## src/rtl/mr_alloc.sv

```systemverilog
// Rotating-priority allocator: matches pending requesters onto free interchangeable
// resources; a grant and its resource are held until the requester drops req.
module mr_alloc #(
  parameter int NREQ = 4,
  parameter int NRES = 4,
  localparam int PW = (NREQ > 1) ? $clog2(NREQ) : 1
) (
  input  logic                 clk,
  input  logic                 rst,
  input  logic [NREQ-1:0]      req,
  input  logic [NRES-1:0]      res_en,
  output logic [NREQ-1:0]      gnt,
  output logic [NREQ*NRES-1:0] gmap,
  output logic [NRES-1:0]      busy,
  output logic [PW-1:0]        rr_ptr
);

  logic [NREQ-1:0]      r_gnt;
  logic [NREQ*NRES-1:0] r_gmap;
  logic [NRES-1:0]      r_busy;
  logic [PW-1:0]        r_ptr;

  logic [NREQ-1:0]      w_hold;
  logic [NREQ-1:0]      w_pending;
  logic [NRES-1:0]      w_free;
  logic [NREQ-1:0]      w_new_gnt;
  logic [NREQ*NRES-1:0] w_new_map;
  logic [NREQ*NRES-1:0] w_map_nxt;
  logic [NRES-1:0]      w_busy_nxt;
  logic [PW-1:0]        w_ptr_nxt;

  assign w_hold    = r_gnt & req;
  assign w_pending = req & ~r_gnt;
  // Uses registered busy, so a resource released this edge is only offered next edge.
  assign w_free    = res_en & ~r_busy;

  always_comb begin : alloc
    int unsigned idx;
    logic [NRES-1:0] rem;
    logic [NRES-1:0] pick;
    w_new_gnt = '0;
    w_new_map = '0;
    w_ptr_nxt = r_ptr;
    rem       = w_free;
    pick      = '0;
    idx       = 0;
    for (int unsigned k = 0; k < NREQ; k++) begin
      idx = 32'(r_ptr) + k;
      if (idx >= NREQ) idx = idx - NREQ;
      if (w_pending[idx] && (rem != '0)) begin
        // Isolate the lowest-index remaining free resource.
        pick = rem & (~rem + NRES'(1));
        rem  = rem & ~pick;
        w_new_gnt[idx]               = 1'b1;
        w_new_map[idx*NRES +: NRES]  = pick;
        w_ptr_nxt = (idx == NREQ - 1) ? '0 : PW'(idx + 1);
      end
    end
  end

  always_comb begin : next_map
    w_map_nxt  = w_new_map;
    w_busy_nxt = '0;
    for (int unsigned i = 0; i < NREQ; i++) begin
      if (w_hold[i]) w_map_nxt[i*NRES +: NRES] = r_gmap[i*NRES +: NRES];
    end
    for (int unsigned i = 0; i < NREQ; i++) begin
      w_busy_nxt = w_busy_nxt | w_map_nxt[i*NRES +: NRES];
    end
  end

  always_ff @(posedge clk or posedge rst) begin
    if (rst) begin
      r_gnt  <= '0;
      r_gmap <= '0;
      r_busy <= '0;
      r_ptr  <= '0;
    end else begin
      r_gnt  <= w_hold | w_new_gnt;
      r_gmap <= w_map_nxt;
      r_busy <= w_busy_nxt;
      r_ptr  <= w_ptr_nxt;
    end
  end

  assign gnt    = r_gnt;
  assign gmap   = r_gmap;
  assign busy   = r_busy;
  assign rr_ptr = r_ptr;

endmodule

```

## config.mk

```make
export PLATFORM = sky130hd
export DESIGN_NAME = mr_alloc
export DESIGN_NICKNAME = d
export VERILOG_FILES = /design/src/rtl/mr_alloc.sv
export SDC_FILE = /design/constraint.sdc
export NUM_CORES = 1
export LEC_CHECK = 0
export CELL_PAD_IN_SITES_DETAIL_PLACEMENT = 0
export CELL_PAD_IN_SITES_GLOBAL_PLACEMENT = 1
export CORE_MARGIN = 8
export CORE_UTILIZATION = 41
export DETAILED_ROUTE_END_ITERATION = 12
export HOLD_SLACK_MARGIN = 0.05
export PLACE_DENSITY = 0.79
export REMOVE_ABC_BUFFERS = 1
export SLEW_MARGIN = 20
export SYNTH_ARGS = -nofsm -noshare
export SYNTH_HDL_FRONTEND = slang
export SYNTH_SLANG_ARGS = --single-unit
```

## constraint.sdc

```tcl
create_clock -name clk -period 5 [get_ports clk]
set_input_delay 0.75 -clock clk [delete_from_list [all_inputs] [get_ports clk]]
set_output_delay 0.75 -clock clk [all_outputs]
set_load 0.02 [all_outputs]
```

==> reports/metrics.csv <==
stage,metric,value,unit
run_status,status,"complete, no violations",
timing,final clock skew,0.007051,ns
grt,global-route wire length before repair,16190,um
logic_synthesis,Post-synth ARST share,100.0,%
setup_path,Crit. End Element,flop,
layout,"Cell Count, Final, Fillers Out",451,
timing,"Slew Viols, Final",0,
setup_path,CP required,5.15,ns
placement,DP HPWL,7642,um
floorplan,starting density of the core,42.38,%
setup_path,crit path launch type,flop,
power_and_ir_drop,switch share,55.73,%
grt,Total GRT Usage,20.57,%
hold_path,type of the tightest min-delay check,flop to flop,
placement,placed cell count,447,
cts,Clock Path Buffers,2,
grt,vias in the first global route,2892,
setup_path,RR Startpoint,rr_ptr[1],
logic_synthesis,most frequent cells after synthesis,"nor2_1, nand2_1, dfrtp_1, a21oi_1, nor3_1",
power_and_ir_drop,sequential share of power,14.9,%
placement,GPL Wtd Cong,0.9680,
grt,total grt overflow,0,
detailed_routing,DRC Markers,0,
layout,Layout area overhead,18.82,%
cts,Post-CTS Setup Bufs,0,
timing,unrepaired setup endpoints after global routing,false,
cts,root buffer cell,clkbuf_8,
power_and_ir_drop,peak supply drop,353.8,uV
power_and_ir_drop,leakage power total,1.302,nW
detailed_routing,final wirelength,10030,um
floorplan,Die Y,97.25,um
setup_path,Crit path largest cell delay,0.60,ns
timing,worst slew pin tran,0.6974,ns
logic_synthesis,register area share after synthesis,24.04,%
placement,Port-buffer cells,35,
floorplan,core box area,6386,um^2
setup_path,critical path class,flop to flop,
grt,antenna violations before repair,0,
setup_path,worst reg2reg setup slack,0.67,ns
setup_path,R2R cell count,11,
timing,final hold vios,0,
cts,Num CTS Buffers,3,
timing,max frequency,0.2307,GHz
layout,share of cells above drive strength 1,7.754,%
setup_path,slowest cell on the critical path,or4b_1,
hold_path,Hold EP,gmap[5],
setup_path,Worst path most repeated cell,a21oi_1,
logic_synthesis,synthesized area,2706,um^2
setup_path,critical register-to-register path endpoint,busy[0],
detailed_routing,Pre-antenna DRT Iters,6,
detailed_routing,via count,3068,
logic_synthesis,Syn Area/Cell,7.822,um^2
cts,clk_lat worst skew,0.28,ns
cts,CTS tree,done,
logic_synthesis,"EDFF count, synth",0,
logic_synthesis,distinct cell type count after synthesis,53,
timing,Setup TNS,0,ns
hold_path,hold_sp,gmap[5],
setup_path,Levels on crit path,11,
layout,nets@finish,393,
timing,Final Critical Period,4.335,ns
timing,fin crit share,86.69,%
logic_synthesis,Syn. warnings,0,
logic_synthesis,Yosys top cell area share,24.04,%
detailed_routing,Final ANT Viol Nets,0,
power_and_ir_drop,internal power,979.5,uW
logic_synthesis,synth top area cells,"dfrtp_1, a221o_1, nor2_1",
hold_path,hold path depth,1,
floorplan,Die Width,97.25,um
setup_path,CP max FO,13,
cts,clk sinks,26,
logic_synthesis,Mapped Cells,346,
timing,Final Setup Violations,0,
cts,Resize count post-CTS,0,
floorplan,standard-cell row count,29,
floorplan,die area,9457,um^2
cts,clock transition at the registers of the reported paths,0.10,ns
detailed_routing,wire length per cell,22.24,um
logic_synthesis,dominant synthesized flop cell,dfrtp_1,
setup_path,crit path DAT,4.49,ns
floorplan,IO Pins,36,
placement,DP Area,3144,um^2
power_and_ir_drop,power per standard cell area,688.1,nW/um^2
layout,# diodes,0,
detailed_routing,Detailed Route Iter0 Violations,400,
flow_run,max-cap violation count,0,
cts,CTS Hold Bufs,0,
detailed_routing,DR vias/cell,6.803,
cts,H-tree levels,1,
timing,max_slew headroom,53.41,%
power_and_ir_drop,Combinational Power Share,76.9,%
logic_synthesis,Yosys reg bits,26,
power_and_ir_drop,net switching power,1.233,mW
grt,pin count of the biggest net entering global routing,27,
layout,Finished Cell Area,3216,um^2
setup_path,crit path buf inv count,1,
setup_path,critical path's top delay family,compound AO/OA/AOI/OAI gates,
logic_synthesis,"count leader, synth",nor2_1,
power_and_ir_drop,Clk pwr share,8.2,%
logic_synthesis,Synth area leader,dfrtp_1,
setup_path,CP cell instances,inv_1 -> ha_1 -> or4b_1 -> and4_4 -> a21oi_1 -> o21a_1 -> a21oi_1 -> a32oi_1 -> mux2i_1 -> a221o_1 -> or4_1,
flip-flops by register name, indices dropped and copies added, names as in the netlist:
register,count
rr_ptr,2
gnt,4
busy,4
gmap,16
cell families (layout without fill, tap and decap cells):
kind of cell | after synthesis | in the layout | synth area share (%)
flip-flops | 26 | 26 | 24.04
XOR/XNOR | 5 | 5 | 1.618
multiplexers | 16 | 16 | 8.230
buffers and inverters | 26 | 54 | 3.791
adder cells (fa/ha/maj) | 10 | 10 | 4.485
AND/OR/NAND/NOR | 157 | 157 | 29.91
AO/OA/AOI/OAI | 106 | 106 | 27.93
through the flow:
| step | hold slack [ns] | power [mW] | setup WS, ns | utilization (%) |
|---|---|---|---|---|
| global route | 0.5874 | 2.350 | 0.5228 | 50.35 |
| detailed placement | 0.5336 | 1.983 | 0.6978 | 49.24 |
| global placement | 0.5354 | 1.994 | 0.7177 | 49.24 |
| finish | 0.5665 | 2.213 | 0.6654 | 50.35 |
| floorplan | 0.6442 | 1.430 | 0.7021 | - |
| CTS | 0.5583 | 2.175 | 0.7775 | 50.35 |
metal layers:
metal	vias up	share of wire (%)	routed length [um]	global-route usage, %
li1	1380	-	-	-
met1	1474	42	4199	28.70
met2	194	46	4648	32.40
met3	20	9.9	997	2.418
met4	0	1.9	186	5.478
met5	-	0	0	0
worst max-delay path by stage:
| stage | from | endpoint | slack, ns |
|---|---|---|---|
| after floorplan | rr_ptr[0] | busy[1] | 0.70 |
| after detailed placement | req[0] | busy[1] | 0.70 |
| after global routing | rr_ptr[1] | busy[1] | 0.52 |
| after global placement | req[0] | busy[1] | 0.72 |
| final | rr_ptr[1] | busy[0] | 0.67 |
| after CTS | rr_ptr[1] | busy[1] | 0.78 |
area by class of cell:
type,instances,area [um^2]
tap,77,96.34
multi-input combinational,294,1953
timing repair buffer,45,425.4
inverter,5,18.77
sequential,26,650.6
clock inverter,1,30.03
fill,639,3171
clock buffer,3,41.29
placed cells by master (no fill, tap or decap), drive strengths merged, types with 4 or more instances in the layout:
cell            n
a21o            5
a21oi          21
a221o          16
a22oi           6
a31oi           7
a32oi           6
and2            7
buf            10
clkdlybuf4s50  35
dfrtp          26
ha              8
inv             5
mux2i          11
mux4            5
nand2          37
nand2b          9
nand3          13
nor2           36
nor2b          10
nor3           18
nor4            4
o211ai          5
o21ai          21
o31ai           8
or3             5
or4             5
xnor2           5
power by group through the flow:
stage | Clock, mW | Combinational [mW] | Sequential (mW)
after global placement | 0 | 1.66 | 0.330
final | 0.182 | 1.70 | 0.329
after detailed placement | 0 | 1.65 | 0.332
after CTS | 0.185 | 1.66 | 0.328
after global routing | 0.191 | 1.82 | 0.336
after floorplan | 0 | 1.03 | 0.398
Note: power is estimated with default switching activity, not from simulation.
